File: config.mk
export PLATFORM = sky130hd
export DESIGN_NAME = neuron_layer_sequencer_flat
export DESIGN_NICKNAME = d
export VERILOG_FILES = /design/src/rtl/neuron_layer_sequencer_pkg.sv /design/src/rtl/neuron_layer_sequencer_if.sv /design/src/rtl/neuron_layer_sequencer_argmax_scan.sv /design/src/rtl/neuron_layer_sequencer.sv /design/src/flat_wrapper.sv
export SDC_FILE = /design/constraint.sdc
export NUM_CORES = 1
export LEC_CHECK = 0
export ABC_AREA = 1
export CORE_MARGIN = 2
export CORE_UTILIZATION = 46
export DETAILED_ROUTE_END_ITERATION = 12
export PLACE_DENSITY_LB_ADDON = 0.2
export SYNTH_ARGS = -nofsm -noshare
export SYNTH_HDL_FRONTEND = slang
export SYNTH_SLANG_ARGS = --single-unit
File: constraint.sdc
create_clock -name clk -period 8.7 [get_ports clk]
set_input_delay 2.61 -clock clk [delete_from_list [all_inputs] [get_ports clk]]
set_output_delay 2.61 -clock clk [all_outputs]
set_load 0.05 [all_outputs]
File: src/rtl/neuron_layer_sequencer_pkg.sv
// neuron_pkg: layer constants, sequencer states and the signed 8.18 neuron output type
package neuron_pkg;
  localparam int NUM_NEURONS = 10;
  localparam int OUTPUT_WIDTH = 26;
  localparam int CLASS_WIDTH = 4;
  typedef enum logic [2:0] {IDLE, RELEASE, RUN, SCAN, DONE} state_t;
  typedef logic signed [OUTPUT_WIDTH-1:0] out_t;
endpackage

File: src/rtl/neuron_layer_sequencer_if.sv
// neuron_layer_sequencer_if: start, neuron bank (out/done/rst) and result bundle; slave = sequencer, master = loader and neurons
interface neuron_layer_sequencer_if #(
  parameter int NUM_NEURONS = neuron_pkg::NUM_NEURONS,
  parameter int OUTPUT_WIDTH = neuron_pkg::OUTPUT_WIDTH,
  parameter int CLASS_WIDTH = neuron_pkg::CLASS_WIDTH
);
  logic start;
  logic [NUM_NEURONS*OUTPUT_WIDTH-1:0] neuron_out;
  logic [NUM_NEURONS-1:0] neuron_done;
  logic neuron_rst;
  logic busy;
  logic result_valid;
  logic [CLASS_WIDTH-1:0] result_class;
  logic signed [OUTPUT_WIDTH-1:0] result_score;
  logic timeout;
  modport master (
    output start, neuron_out, neuron_done,
    input neuron_rst, busy, result_valid, result_class, result_score, timeout
  );
  modport slave (
    input start, neuron_out, neuron_done,
    output neuron_rst, busy, result_valid, result_class, result_score, timeout
  );
endinterface

File: src/rtl/neuron_layer_sequencer_argmax_scan.sv
// argmax_scan: load seeds best with neuron 0, each step compares neuron k (signed, strict >) and advances k; win_* is best including the current step
module argmax_scan #(
  parameter int NUM_NEURONS = neuron_pkg::NUM_NEURONS,
  parameter int OUTPUT_WIDTH = neuron_pkg::OUTPUT_WIDTH,
  parameter int CLASS_WIDTH = neuron_pkg::CLASS_WIDTH
) (
  input logic clk,
  input logic rst,
  input logic load,
  input logic step,
  input logic [NUM_NEURONS*OUTPUT_WIDTH-1:0] vals,
  output logic last,
  output logic [CLASS_WIDTH-1:0] win_idx,
  output logic signed [OUTPUT_WIDTH-1:0] win_score
);
  logic signed [OUTPUT_WIDTH-1:0] lane [NUM_NEURONS];
  logic signed [OUTPUT_WIDTH-1:0] cur, best_score;
  logic [CLASS_WIDTH-1:0] k, best_idx;
  logic gt;
  for (genvar i = 0; i < NUM_NEURONS; i++) begin : g_lane
    assign lane[i] = vals[i*OUTPUT_WIDTH +: OUTPUT_WIDTH];
  end
  always_comb begin
    cur = lane[k];
    gt = step && (cur > best_score);
    win_idx = gt ? k : best_idx;
    win_score = gt ? cur : best_score;
    last = k == CLASS_WIDTH'(NUM_NEURONS - 1);
  end
  always_ff @(posedge clk) begin
    if (rst) begin
      k <= '0;
      best_idx <= '0;
      best_score <= '0;
    end else if (load) begin
      k <= CLASS_WIDTH'(1);
      best_idx <= '0;
      best_score <= lane[0];
    end else if (step) begin
      k <= k + 1'b1;
      best_idx <= win_idx;
      best_score <= win_score;
    end
  end
endmodule

File: src/rtl/neuron_layer_sequencer.sv
// neuron_layer_sequencer: releases the neuron bank on start, waits for all done or timeout, scans for argmax; ports clk, rst, bus (slave)
module neuron_layer_sequencer #(
  parameter int NUM_NEURONS = neuron_pkg::NUM_NEURONS,
  parameter int OUTPUT_WIDTH = neuron_pkg::OUTPUT_WIDTH,
  parameter int CLASS_WIDTH = neuron_pkg::CLASS_WIDTH,
  parameter int TIMEOUT_CYCLES = 128
) (
  input logic clk,
  input logic rst,
  neuron_layer_sequencer_if.slave bus
);
  import neuron_pkg::*;
  localparam int CW = $clog2(TIMEOUT_CYCLES);
  state_t state;
  logic [CW-1:0] cnt;
  logic all_done, last;
  logic [CLASS_WIDTH-1:0] win_idx;
  logic signed [OUTPUT_WIDTH-1:0] win_score;
  assign all_done = &bus.neuron_done;
  argmax_scan #(
    .NUM_NEURONS(NUM_NEURONS),
    .OUTPUT_WIDTH(OUTPUT_WIDTH),
    .CLASS_WIDTH(CLASS_WIDTH)
  ) u_scan (
    .clk(clk),
    .rst(rst),
    .load(state == RUN && all_done),
    .step(state == SCAN),
    .vals(bus.neuron_out),
    .last(last),
    .win_idx(win_idx),
    .win_score(win_score)
  );
  always_ff @(posedge clk) begin
    if (rst) begin
      state <= IDLE;
      cnt <= '0;
      bus.neuron_rst <= 1'b1;
      bus.busy <= 1'b0;
      bus.result_valid <= 1'b0;
      bus.result_class <= '0;
      bus.result_score <= '0;
      bus.timeout <= 1'b0;
    end else begin
      case (state)
        IDLE: if (bus.start) begin
          state <= RELEASE;
          cnt <= '0;
          bus.neuron_rst <= 1'b0;
          bus.busy <= 1'b1;
        end
        RELEASE: state <= RUN;
        RUN: begin
          cnt <= cnt + 1'b1;
          if (all_done) state <= SCAN;
          else if (cnt == CW'(TIMEOUT_CYCLES - 1)) begin
            state <= DONE;
            bus.result_valid <= 1'b1;
            bus.timeout <= 1'b1;
            bus.result_class <= '0;
            bus.result_score <= '0;
          end
        end
        SCAN: if (last) begin
          state <= DONE;
          bus.result_valid <= 1'b1;
          bus.result_class <= win_idx;
          bus.result_score <= win_score;
        end
        DONE: begin
          state <= IDLE;
          bus.result_valid <= 1'b0;
          bus.timeout <= 1'b0;
          bus.busy <= 1'b0;
          bus.neuron_rst <= 1'b1;
        end
        default: state <= IDLE;
      endcase
    end
  end
endmodule

File: src/flat_wrapper.sv
// flat-port wrapper written by rule: the top's interface ports become plain ports
module neuron_layer_sequencer_flat import neuron_pkg::*;
#(
  parameter int NUM_NEURONS = neuron_pkg::NUM_NEURONS,
  parameter int OUTPUT_WIDTH = neuron_pkg::OUTPUT_WIDTH,
  parameter int CLASS_WIDTH = neuron_pkg::CLASS_WIDTH,
  parameter int TIMEOUT_CYCLES = 128
)
  (clk, rst, bus_start, bus_neuron_out, bus_neuron_done, bus_neuron_rst, bus_busy, bus_result_valid, bus_result_class, bus_result_score, bus_timeout);
  neuron_layer_sequencer_if #(.NUM_NEURONS(NUM_NEURONS), .OUTPUT_WIDTH(OUTPUT_WIDTH), .CLASS_WIDTH(CLASS_WIDTH)) bus_i ();
  input logic clk;
  input logic rst;
  input wire logic [$bits(bus_i.start)-1:0] bus_start;
  input wire logic [$bits(bus_i.neuron_out)-1:0] bus_neuron_out;
  input wire logic [$bits(bus_i.neuron_done)-1:0] bus_neuron_done;
  output wire logic [$bits(bus_i.neuron_rst)-1:0] bus_neuron_rst;
  output wire logic [$bits(bus_i.busy)-1:0] bus_busy;
  output wire logic [$bits(bus_i.result_valid)-1:0] bus_result_valid;
  output wire logic [$bits(bus_i.result_class)-1:0] bus_result_class;
  output wire logic [$bits(bus_i.result_score)-1:0] bus_result_score;
  output wire logic [$bits(bus_i.timeout)-1:0] bus_timeout;
  assign bus_i.start = bus_start;
  assign bus_i.neuron_out = bus_neuron_out;
  assign bus_i.neuron_done = bus_neuron_done;
  assign bus_neuron_rst = bus_i.neuron_rst;
  assign bus_busy = bus_i.busy;
  assign bus_result_valid = bus_i.result_valid;
  assign bus_result_class = bus_i.result_class;
  assign bus_result_score = bus_i.result_score;
  assign bus_timeout = bus_i.timeout;
  neuron_layer_sequencer #(.NUM_NEURONS(NUM_NEURONS), .OUTPUT_WIDTH(OUTPUT_WIDTH), .CLASS_WIDTH(CLASS_WIDTH), .TIMEOUT_CYCLES(TIMEOUT_CYCLES)) u_core (.clk(clk), .rst(rst), .bus(bus_i));
endmodule
== Yosys cells after proc, flatten, opt, wreduce, memory -nomap -nowiden ==
Index checks and enable logic that the tools add are counted.

* Add/sub/neg operators: 2
* Equality and inequality tests: 11
* Order comparisons: 2
* Reduce and logical (&&, ||, !) cells: 17
* Bitwise operators: 1
* Muxes and demuxes: 33

{| class="wikitable"
|+ Operators with widths
! kind !! count
|-
| 26-bit two-way mux || 8
|-
| 26-bit binary-select mux with 4-bit select || 1
|-
| 26-bit one-hot mux with 2 select lines || 1
|-
| 26-bit > comparator || 1
|-
| 4-bit two-way mux || 4
|-
| 7-bit one-hot mux with 2 select lines || 1
|-
| 3-bit two-way mux || 4
|-
| 3-bit one-hot mux with 4 select lines || 1
|-
| 10-bit AND reduction || 1
|-
| 2-bit nonzero test || 5
|-
| 4-bit one-hot mux with 2 select lines || 1
|-
| 4-bit AND reduction || 2
|-
| 7-bit by 1-bit adder with 7-bit output, second input constant || 1
|-
| 7-bit == test, second input constant || 1
|-
| 1-bit two-way mux || 7
|-
| 7-bit two-way mux || 1
|-
| 3-bit by 2-bit == test with 1-bit output, second input constant || 2
|-
| 2-bit != test, second input constant || 3
|-
| 1-bit one-hot mux with 2 select lines || 3
|-
| 3-bit AND reduction || 2
|-
| 5-bit >= comparator, second input constant || 1
|-
| 4-bit inverter with 5-bit output || 1
|-
| 4-bit by 1-bit adder with 4-bit output, second input constant || 1
|-
| 4-bit == test, second input constant || 1
|-
| other kinds (10) || 12
|}

* Bits of input ports: 273
* Register bits: 78
* Logic and storage cells: 78
* Output and inout bits: 34

== Longest topological paths before layout ==
Gate-level depths: netlist of run 1.

* Word-level depth: 9
* Gate-level depth with buffers: 25
* Mapped depth without buffers: 21

== By module ==
A second synthesis of run 1 with hierarchy kept.

* Cells, all modules: 1,234
* Area total of the unflattened synthesis: 6,905.4 um2

{| class="wikitable"
|+ Modules (own cells, without submodules)
! module !! instances !! cells each !! area an instance (um2) !! sequential area each (um2)
|-
| argmax_scan || 1 || 999 || 5,088.6 || 680.7
|-
| neuron_layer_sequencer || 1 || 235 || 1,816.7 || 880.8
|}

== Worst setup path after synthesis of run 1 ==
OpenSTA, ideal clock, no wires.

* Path kind: input -> register
* Start point: in bus_neuron_out[129]
* End point: reg u_core.bus.result_class[1]
* Stages: 19
* Slack: 4,085 ps
* Arrival time: 4,483 ps
* Data required time: 8,568 ps
* Setup time: 132 ps
* Path buffers: 1
* Path through: nor2_1 > nor2_1 > o21ai_0 > nand3_1 > nand3_1 > nand2_1 > ha_1 > nand2_1 > nor2_2 > nand2_1 > nor3_2 > nand2_1 > nand2_1 > nand2_1 > nand3_1 > buf_2 > nand2_1 > nand3_1 > a21oi_1

* Cells in the longest elaborated chain, start to end: 8

{| class="wikitable"
|+ Ends and longest elaborated chain
! element !! RTL line !! source
|-
| from (decl) || flat_wrapper.sv:14 || <nowiki>input wire logic [$bits(bus_i.neuron_out)-1:0] bus_neuron_out;</nowiki>
|-
| 26-bit binary-select mux with 4-bit select || neuron_layer_sequencer_argmax_scan.sv:24 || <nowiki>cur = lane[k];</nowiki>
|-
| 26-bit two-way mux (not written as such) (2 in a row) || neuron_layer_sequencer_argmax_scan.sv:24 ||
|-
| 26-bit > comparator || neuron_layer_sequencer_argmax_scan.sv:25 || <nowiki>gt = step && (cur > best_score);</nowiki>
|-
| 1-bit logical AND || neuron_layer_sequencer_argmax_scan.sv:25 ||
|-
| 4-bit two-way mux || neuron_layer_sequencer_argmax_scan.sv:26 || <nowiki>win_idx = gt ? k : best_idx;</nowiki>
|-
| 4-bit two-way mux || neuron_layer_sequencer.sv:64 || <nowiki>SCAN: if (last) begin</nowiki>
|-
| 4-bit one-hot mux with 2 select lines || neuron_layer_sequencer.sv:45 || <nowiki>case (state)</nowiki>
|-
| to (signal assigned) || neuron_layer_sequencer.sv:67 || <nowiki>bus.result_class <= win_idx;</nowiki>
|-
| to (decl) || neuron_layer_sequencer_if.sv:22 || <nowiki>output neuron_rst, busy, result_valid, result_class, result_score, timeout</nowiki>
|}

Every way passes these cells. The select of a mux whose other input is x is not followed.
A chain may end at the register's enable or synchronous reset.

== Worst setup path in the final report of run 1 ==
* Start point: in bus_neuron_out[77]
* End point: reg u_core.bus.result_score[15]

* Cells in the longest elaborated chain, start to end: 8

{| class="wikitable"
|+ Ends and longest elaborated chain
! element !! RTL line !! source
|-
| 26-bit binary-select mux with 4-bit select || neuron_layer_sequencer_argmax_scan.sv:24 ||
|-
| 26-bit two-way mux (not written as such) (2 in a row) || neuron_layer_sequencer_argmax_scan.sv:24 ||
|-
| 26-bit > comparator || neuron_layer_sequencer_argmax_scan.sv:25 ||
|-
| 1-bit logical AND || neuron_layer_sequencer_argmax_scan.sv:25 ||
|-
| 26-bit two-way mux || neuron_layer_sequencer_argmax_scan.sv:27 || <nowiki>win_score = gt ? cur : best_score;</nowiki>
|-
| 26-bit two-way mux || neuron_layer_sequencer.sv:64 ||
|-
| 26-bit one-hot mux with 2 select lines || neuron_layer_sequencer.sv:45 ||
|-
| to (signal assigned) || neuron_layer_sequencer.sv:68 || <nowiki>bus.result_score <= win_score;</nowiki>
|-
| to (decl) || neuron_layer_sequencer_if.sv:22 ||
|}

Every way passes these cells. The select of a mux whose other input is x is not followed.

==> results.json, run 1 <==
{
  "cts_resized": 0,
  "final_common_cell": "nand2_1",
  "drc": 0,
  "critPathRequiredTime_ns": 8.90,
  "vias_per_cell": 5.436,
  "rsz0062_at_grt": "no",
  "ir_drop_mv": 0.2169,
  "comb_power_share": 0.536,
  "synth_cell_types": 34,
  "crit_fanout": 31,
  "synthToLayoutAreaGrowth_pct": 49.05,
  "dieArea_um2": 15810,
  "reg2reg_to": "u_core.bus.result_score[15]",
  "ctsHoldBuffers": 0,
  "power.internal_mw": 1.043,
  "switching_share": 0.4512,
  "leakage_nw": 4.501,
  "fin_crit_ns": 6.090,
  "synth_seq_cells": 78,
  "p_sw_mw": 0.8578,
  "pwr-share-clk": 0.205,
  "pin_count": 307,
  "drtIter0Drc": 808,
  "die_h_um": 125.7,
  "skew_ns": 0.01095,
  "grt_pass1_wl_um": 43570,
  "drt_pass1_iterations": 6,
  "rows": 44,
  "criticalPathCategory": "in -> reg",
  "start_util": 0.4691,
  "fin_tns_setup_ns": 0,
  "clk_latency_ns": 0.34,
  "drive_gt1_frac": 0.03226,
  "dp.cells": 1625,
  "avgSynthCellArea_um2": 5.649,
  "cts_tree": "done",
  "yosysTopAreaCell": "dfxtp_1",
  "worstPathBufferInverterCount": 2,
  "hp-class": "reg -> reg",
  "max_freq_mhz": 164.2,
  "syn_area_um2": 6818,
  "stdcell_area_um2": 10160,
  "crit_family": "simple AND/OR/NAND/NOR gates",
  "r2r-start": "u_core.u_scan.k[0]",
  "start_kind": "primary input",
  "relSlewSlack": 0.2540,
  "wl_per_cell_um": 16.76,
  "die_x_um": 125.7,
  "finalCritPeriodShare": 0.7000,
  "cts_buffer_depth": 2,
  "synthesis.instances": 1207,
  "grt-ovfl-total": 0,
  "grt_use_total": 0.3378,
  "gp_congestion": 0.9046,
  "status": "finished, final reports clean",
  "stdcell_count": 1641,
  "core-area_um2": 14530,
  "post_cts_buffers": 0,
  "yosys_warnings": 0,
  "dp_hpwl_um": 20190,
  "seqPwrFrac": 0.258,
  "holdPathStages": 2,
  "final_cell_mix": "385 x nand2_1, 306 x clkdlybuf4s50_1, 128 x nor2_1",
  "port-buffer-count": 306,
  "netlist.area_leader.share": 0.2290,
  "end_kind": "flip-flop",
  "worstMarginPinSlew_ns": 1.119,
  "worst-r2r-setup-slack_ns": 4.09,
  "placed_area_um2": 9851,
  "yosys-top-cells-area": "dfxtp_1 23%, nand2_1 21%, nand3_1 8.9%",
  "yosysSeqAreaShare": 0.2290,
  "vias": 8920,
  "worst_path_largest_cell_delay_ns": 0.55,
  "path_clk_slew_ns": 0.07,
  "htree_num_levels": 3,
  "worstPathArrival_ns": 6.29,
  "cp_common_cell": "nand2_1",
  "antenna_found_initial": 0,
  "grt_pass1_vias": 8526,
  "grt_max_degree": 108,
  "fin_nets": 1754,
  "rr_worst_depth": 21,
  "cap_violations": 0,
  "crit_chain": "clkdlybuf4s50_1 > nor2_1 > nor2_1 > o21ai_0 > nand3_1 > nand3_1 > nand2_1 > ha_1 > nand2_1 > nor2_2 > nand2_1 > nor2_1 > nand2_1 > nand2_1 > nor2_1 > nand3_2 > nand3_1 > buf_4 > nand2_1 > nand3_1 > a21oi_1",
  "syn-num-nets": 1509,
  "setup_viol": 0,
  "hp-start": "u_core.bus.neuron_rst",
  "cpMaxStageDelayCell": "nand3_2",
  "drv_slew": 0,
  "cts-root-buf": "clkbuf_16",
  "antenna_left": 0,
  "power.density_nw_per_um2": 187.1,
  "cts.sinks": 78,
  "antenna_cells": 0,
  "hold_end": "u_core.bus.neuron_rst",
  "numCtsBuffers": 9,
  "routed_wl_um": 27500,
  "finalHoldViolations": 0
}
[cells in the mapped netlist, drive strengths merged]
library cell  count
inv             114
dfxtp            78
ha               29
a31oi             1
a21o              2
buf              43
o21bai            1
a221oi            2
a21oi            46
a311oi            1
nor2            130
or2               1
nand4            33
nor4              1
o211ai           26
clkbuf           41
o21a              1
nor3              9
xor2              3
o21ai           110
o22ai            26
nand3           122
nand2           386
o31ai             1
[flip-flops by register name, indices dropped and copies added (netlist names), 3 cells and up]
register                  count
u_core.u_scan.best_idx        4
u_core.u_scan.k               4
u_core.state                  3
u_core.bus.result_class       4
u_core.bus.result_score      26
u_core.cnt                    7
u_core.u_scan.best_score     26
[power groups by stage]
stage / combinational [mW] / clock, mW / sequential [mW]
6_report: 1.02 / 0.390 / 0.491
3_3_place_gp: 0.991 / 0 / 0.496
4_1_cts: 1.01 / 0.390 / 0.491
3_5_place_dp: 1.00 / 0 / 0.495
5_1_grt: 1.10 / 0.407 / 0.499
2_1_floorplan: 0.426 / 0 / 0.707
[through the flow]
| step | hold slack [ns] | util | setup slack, ns | total power, mW |
|---|---|---|---|---|
| 6_report | 0.4504 | 0.6992 | 2.610 | 1.901 |
| 5_1_grt | 0.4725 | 0.6992 | 2.321 | 2.007 |
| 4_1_cts | 0.4533 | 0.6992 | 2.717 | 1.893 |
| 3_5_place_dp | 0.4417 | 0.6778 | 2.377 | 1.498 |
| 3_3_place_gp | 0.4345 | 0.6778 | 2.499 | 1.487 |
| 2_1_floorplan | 0.4563 | - | 4.085 | 1.134 |
[how the worst max path moves through the flow]
| stage | startpoint | to | slack, ns | cells past startpoint |
|---|---|---|---|---|
| floorplan | bus_neuron_out[129] | u_core.bus.result_class[1] | 4.09 | 19 |
| global placement | bus_neuron_out[77] | u_core.bus.result_class[2] | 2.50 | 21 |
| detailed placement | bus_neuron_out[77] | u_core.bus.result_score[15] | 2.38 | 21 |
| CTS | bus_neuron_out[77] | u_core.bus.result_score[18] | 2.72 | 21 |
| global route | bus_neuron_out[74] | u_core.bus.result_score[23] | 2.32 | 21 |
| finish | bus_neuron_out[77] | u_core.bus.result_score[15] | 2.61 | 21 |
[worst min-delay path, delay by kind of cell, from the launching register on]
family,cells,cell delay (ns)
flip-flops,1,0.31
AND/OR/NAND/NOR,2,0.10
[routing by layer]
layer,part of all wire,track usage
met4,0.033,0.1138
met2,0.49,0.6032
met3,0.084,0.07222
met1,0.39,0.4025
met5,0,0
[logic make-up (layout without fill, tap and decap cells)]
| family | count (synthesis) | count (layout) | share of synthesized area |
|---|---|---|---|
| AO/OA/AOI/OAI | 217 | 217 | 0.1788 |
| XOR/XNOR | 3 | 3 | 0.003855 |
| adder cells (fa/ha/maj) | 29 | 29 | 0.05322 |
| buffers and inverters | 198 | 448 | 0.1171 |
| flip-flops | 78 | 78 | 0.2290 |
| AND/OR/NAND/NOR | 682 | 682 | 0.4181 |
[cell type report]
class	instances	area, um^2
Clock inverter	4	55.05
Multi-Input combinational cell	931	4471
Timing Repair Buffer	318	3153
Fill cell	1305	4372
Tap cell	184	230.2
Inverter	114	430.4
Clock buffer	12	256.5
Sequential cell	78	1567
Note: power is estimated with default switching activity, not from simulation.
==> run 2, diff against run 1 <==
--- a/config.mk
+++ b/config.mk
@@ -7,7 +7,7 @@
 export LEC_CHECK = 0
 export ABC_AREA = 1
 export CORE_MARGIN = 2
-export CORE_UTILIZATION = 46
+export CORE_UTILIZATION = 43
 export DETAILED_ROUTE_END_ITERATION = 12
 export PLACE_DENSITY_LB_ADDON = 0.2
 export SYNTH_ARGS = -nofsm -noshare
==> constraint.sdc (replaced) <==
create_clock -name clk -period 6.3 [get_ports clk]
set_input_delay 1.89 -clock clk [delete_from_list [all_inputs] [get_ports clk]]
set_output_delay 1.89 -clock clk [all_outputs]
set_load 0.05 [all_outputs]
==> run 2 against run 1 <==
- sequential share of layout area about the same
- highest routed layer unchanged
- non-clock buffer count is the same
- clock skew is 0.0039 ns lower
- critical endpoint is now u_core.bus.result_score[4]
- core utilization is 5.1 points lower
==> results.json, run 2 (synthesis gave the netlist of run 1 again) <==
{
  "rsz0062_at_grt": "no",
  "drtIter0Drc": 669,
  "final_common_cell": "nand2_1",
  "max_freq_mhz": 204.8,
  "dp.cells": 1657,
  "pin_count": 307,
  "drive_gt1_frac": 0.03159,
  "numCtsBuffers": 9,
  "finalCritPeriodShare": 0.7751,
  "ctsHoldBuffers": 0,
  "routed_wl_um": 28390,
  "antenna_left": 0,
  "stdcell_count": 1672,
  "drc": 0,
  "final_core_util": 0.6486,
  "placed_area_um2": 9903,
  "pre_cts_ws_ns": 1.147,
  "relSlewSlack": 0.2559,
  "wl_per_cell_um": 16.98,
  "status": "finished, final reports clean",
  "critPathRequiredTime_ns": 6.50,
  "end_kind": "flip-flop",
  "finalHoldViolations": 0,
  "crit_fanout": 20,
  "worst_slack_ns": 1.417,
  "leakage_nw": 4.502,
  "drt_pass1_iterations": 5,
  "criticalPathCategory": "in -> reg",
  "cts-root-buf": "clkbuf_16",
  "die_h_um": 129.9,
  "fin_crit_ns": 4.883,
  "path_clk_slew_ns": 0.06,
  "dieArea_um2": 16880,
  "vias_per_cell": 5.330,
  "antenna_cells": 0,
  "rows": 46,
  "hold_end": "u_core.bus.neuron_rst",
  "power.total_mw": 2.610,
  "antenna_found_initial": 0,
  "vias": 8912,
  "reg.largest.list": "u_core.bus.result_score (26), u_core.u_scan.best_score (26), u_core.cnt (7)",
  "worstMarginPinSlew_ns": 1.114,
  "r2r-start": "u_core.u_scan.k[1]",
  "cts_tree": "done",
  "grt_pass1_wl_um": 43680,
  "hp-class": "reg -> reg",
  "skew_ns": 0.007023,
  "synthToLayoutAreaGrowth_pct": 49.48,
  "core-area_um2": 15710,
  "die_x_um": 129.9,
  "htree_num_levels": 3,
  "drv_slew": 0,
  "fin_tns_setup_ns": 0,
  "setup_viol": 0,
  "grt_use_total": 0.3319,
  "grt_pass1_vias": 8447,
  "cts.sinks": 78,
  "port-buffer-count": 306,
  "holdPathStages": 2,
  "reg2reg_to": "u_core.bus.result_score[4]",
  "cts_buffer_depth": 2,
  "gp_congestion": 0.9206,
  "ir_drop_mv": 0.2496,
  "post_cts_buffers": 0,
  "worstPathArrival_ns": 5.08,
  "hp-start": "u_core.bus.neuron_rst",
  "rr_worst_depth": 20,
  "cap_violations": 0,
  "fin_nets": 1754,
  "start_kind": "primary input",
  "hold-worst-slack_ns": 0.4572,
  "final_cell_mix": "385 x nand2_1, 306 x clkdlybuf4s50_1, 128 x nor2_1",
  "power.density_nw_per_um2": 256.1,
  "worst-r2r-setup-slack_ns": 1.96,
  "cts_resized": 0,
  "grt_max_degree": 108,
  "stdcell_area_um2": 10190,
  "dp_hpwl_um": 20970,
  "start_util": 0.4339,
  "grt-ovfl-total": 0,
  "clk_latency_ns": 0.34
}
run 2: changes by cell type in the layout (fill, tap and decap cells not counted), sizes merged:
cell,change
clkbuf,-2
clkinvlp,-1
inv,+2
run 2: final cells by class:
cell class                 instances  area, um^2
clock inverter                     5       58.81
sequential                        78        1567
clock buffer                      10       229.0
multi-input combinational        931        4471
tap                              216       270.3
timing repair buffer             318        3166
fill                            1457        5522
inverter                         114       430.4
run 2: critical path, cell delays in order:
cell	delay, ns
clkdlybuf4s50_1	0.40
inv_1	0.10
nand2_1	0.07
o211ai_1	0.12
nand3_1	0.10
nand3_1	0.11
nand2_1	0.13
ha_1	0.31
nand2_1	0.05
inv_1	0.06
nand3_1	0.14
nor3_2	0.29
nand2_1	0.12
nand2_1	0.08
nand2_1	0.06
nand3_1	0.37
buf_4	0.39
nand2_1	0.10
nand3_1	0.11
a21oi_1	0.08
run 2: power breakdown:
group / switching [mW] / internal (mW) / total, mW
combinational: 0.901 / 0.512 / 1.41
sequential: 0.0750 / 0.601 / 0.676
clock: 0.214 / 0.306 / 0.521
run 2: how the worst max path moves through the flow:
stage	slack, ns	startpoint	endpoint	depth (start not counted)
3_3_place_gp	1.28	bus_neuron_out[25]	u_core.bus.result_score[4]	20
4_1_cts	1.46	bus_neuron_out[17]	u_core.bus.result_score[4]	20
6_report	1.42	bus_neuron_out[17]	u_core.bus.result_score[4]	20
5_1_grt	1.09	bus_neuron_out[129]	u_core.bus.result_score[25]	20
3_5_place_dp	1.15	bus_neuron_out[17]	u_core.bus.result_score[20]	20
2_1_floorplan	2.41	bus_neuron_out[129]	u_core.bus.result_class[1]	19
run 2: per-layer routing:
layer | track usage | vias to the layer above | share of wire
met4 | 0.1720 | 0 | 0.055
li1 | - | 4449 | -
met5 | 0 | - | 0
met2 | 0.5614 | 403 | 0.46
met1 | 0.3867 | 3959 | 0.39
met3 | 0.08651 | 101 | 0.091
==> run 3, diff against run 2 <==
--- a/config.mk
+++ b/config.mk
@@ -7,7 +7,7 @@
 export LEC_CHECK = 0
 export ABC_AREA = 1
 export CORE_MARGIN = 2
-export CORE_UTILIZATION = 43
+export CORE_UTILIZATION = 39
 export DETAILED_ROUTE_END_ITERATION = 12
 export PLACE_DENSITY_LB_ADDON = 0.2
 export SYNTH_ARGS = -nofsm -noshare
==> constraint.sdc (replaced) <==
create_clock -name clk -period 3.95 [get_ports clk]
set_input_delay 1.185 -clock clk [delete_from_list [all_inputs] [get_ports clk]]
set_output_delay 1.185 -clock clk [all_outputs]
set_load 0.05 [all_outputs]
==> run 3 against run 2 <==
- design area grew 2.3%
- register-to-register slack lost 1.5 ns
- via count grew 0.33%
- sequential power grew 60%
- core utilization shrank 4.2 points
- highest routed layer is now met5
- non-clock buffer count grew 20
- critical path depth shrank 2
- combinational power grew 62%
- worst hold slack lost 0.0029 ns
- wire length grew 0.72%
- count of clock-buffer cells in the layout grew 1
- largest power group unchanged
- setup slack lost 1.2 ns
==> results.json, run 3 (synthesis gave the netlist of run 1 again) <==
{
  "pin_count": 307,
  "leakage_nw": 4.626,
  "drive_gt1_frac": 0.04672,
  "gp_congestion": 0.9418,
  "dp.cells": 1686,
  "die_x_um": 136.2,
  "nFillCells": 1728,
  "cts-root-buf": "clkbuf_16",
  "worst_path_largest_cell_delay_ns": 0.40,
  "grt_pass1_wl_um": 43660,
  "finalHoldViolations": 0,
  "htree_num_levels": 3,
  "critPathRequiredTime_ns": 4.15,
  "path_clk_slew_ns": 0.06,
  "drv_slew": 0,
  "post_cts_buffers": 0,
  "die_h_um": 136.2,
  "final_core_util": 0.6069,
  "fin_tns_setup_ns": 0,
  "worstPathArrival_ns": 3.94,
  "stdcell_count": 1702,
  "worstMarginPinSlew_ns": 0.8630,
  "numCtsBuffers": 9,
  "cts.sinks": 78,
  "cap_violations": 0,
  "cts_buffer_depth": 2,
  "routed_wl_um": 28600,
  "holdPathStages": 2,
  "clk_latency_ns": 0.35,
  "p_sw_mw": 1.916,
  "criticalPathCategory": "in -> reg",
  "pwr-share-clk": 0.204,
  "crit_chain": "clkdlybuf4s50_1 > nor2_1 > nor2_1 > o21ai_0 > nand3_1 > nand3_1 > nand2_1 > ha_1 > nand2_1 > nor2_1 > nand2_1 > nor3_4 > buf_4 > a21oi_2 > buf_4 > nand4_1 > nand3_1 > a21oi_1",
  "vias_per_cell": 5.253,
  "finalCritPeriodShare": 0.9473,
  "antenna_left": 0,
  "dieArea_um2": 18550,
  "pre_cts_ws_ns": -0.1059,
  "end_kind": "flip-flop",
  "antenna_found_initial": 1,
  "dp_hpwl_um": 21670,
  "switching_share": 0.4514,
  "fin_nets": 1774,
  "worst_slack_ns": 0.2083,
  "drtIter0Drc": 709,
  "start_util": 0.3969,
  "max_freq_mhz": 267.3,
  "ir_drop_mv": 0.4405,
  "reg.largest.list": "u_core.bus.result_score (26), u_core.u_scan.best_score (26), u_core.cnt (7)",
  "hp-start": "u_core.bus.neuron_rst",
  "setup_viol": 0,
  "cp-startpoint": "bus_neuron_out[122]",
  "synthToLayoutAreaGrowth_pct": 52.89,
  "wl_per_cell_um": 16.80,
  "grt_max_degree": 108,
  "skew_ns": 0.005217,
  "rows": 48,
  "final_common_cell": "nand2_1",
  "drc": 0,
  "r2r-start": "u_core.u_scan.k[0]",
  "seqPwrFrac": 0.256,
  "drt_pass1_iterations": 5,
  "core-area_um2": 17180,
  "grt_pass1_vias": 8328,
  "crit_fanout": 30,
  "cpMaxStageDelayCell": "clkdlybuf4s50_1",
  "relSlewSlack": 0.4238,
  "fin_crit_ns": 3.742,
  "power.internal_mw": 2.328,
  "final_cell_mix": "385 x nand2_1, 306 x clkdlybuf4s50_1, 128 x nor2_1",
  "grt_use_total": 0.3018,
  "cts_tree": "done",
  "port-buffer-count": 306,
  "vias": 8941,
  "hp-class": "reg -> reg",
  "grt-ovfl-total": 0,
  "comb_power_share": 0.541,
  "status": "finished, final reports clean",
  "rr_worst_depth": 19,
  "power.density_nw_per_um2": 407.1,
  "start_kind": "primary input",
  "antenna_cells": 0
}
==> run 3: cell types whose count changed in the layout (fill, tap and decap cells not counted), sizes merged <==
cell | previous run | this run
buf | 12 | 32
clkbuf | 10 | 11
clkinv | 2 | 1
inv | 116 | 114
clkinvlp | 0 | 3
==> run 3: per-stage QoR <==
| stage | area, um^2 | power, mW | hold WS [ns] |
|---|---|---|---|
| after floorplan | 6818 | 2.497 | 0.4563 |
| after global placement | 10100 | 3.342 | 0.4327 |
| after detailed placement | 10100 | 3.358 | 0.4435 |
| after CTS | 10410 | 4.237 | 0.4558 |
| after global routing | 10420 | 4.479 | 0.4905 |
| final | 10420 | 4.244 | 0.4543 |
==> run 3: power groups by stage <==
stage	Clock (mW)	Sequential (mW)	Combinational, mW
6_report	0.864	1.08	2.29
2_1_floorplan	0	1.56	0.939
3_3_place_gp	0	1.10	2.24
3_5_place_dp	0	1.09	2.27
5_1_grt	0.902	1.10	2.48
4_1_cts	0.873	1.08	2.28
==> run 3: layer usage <==
metal | wire length [um] | vias to the layer above | track usage
li1 | - | 4486 | -
met2 | 13750 | 414 | 0.5251
met1 | 11340 | 3964 | 0.3622
met5 | 12 | - | 0
met4 | 1087 | 2 | 0.1146
met3 | 2410 | 75 | 0.06525
==> run 3: path summary, 6_finish.rpt <==
path | to | slack, ns
worst max-delay path | u_core.bus.result_score[25] | 0.21
worst min-delay path | u_core.bus.neuron_rst | 0.45
worst max register to register | u_core.bus.result_score[25] | 0.51
worst min register to register | u_core.bus.neuron_rst | 0.45
==> run 3: repair_timing <==
action / in CTS / in global routing
hold endpoints to repair: 0 / 0
endpoints found under the setup margin: 0 / 38
gates resized for setup: 0 / 2
hold buffers: 0 / 0
==> run 3: layout make-up <==
| class | instances | area [um^2] | share of cell area |
|---|---|---|---|
| inverters | 114 | 430.4 | 0.04129 |
| clock buffers | 11 | 252.7 | 0.02425 |
| repair buffers | 338 | 3353 | 0.3217 |
| multi-input cells | 931 | 4482 | 0.4300 |
| well taps | 225 | 281.5 | 0.02701 |
| flip-flops and latches | 78 | 1567 | 0.1503 |
| clock inverters | 5 | 57.56 | 0.005522 |
==> run 3: worst max-delay path, delay by kind of cell <==
family | cells | cell delay (ns)
simple gates | 11 | 1.18
buf+inv | 3 | 0.90
fa+ha+maj | 1 | 0.28
compound gates | 3 | 0.40
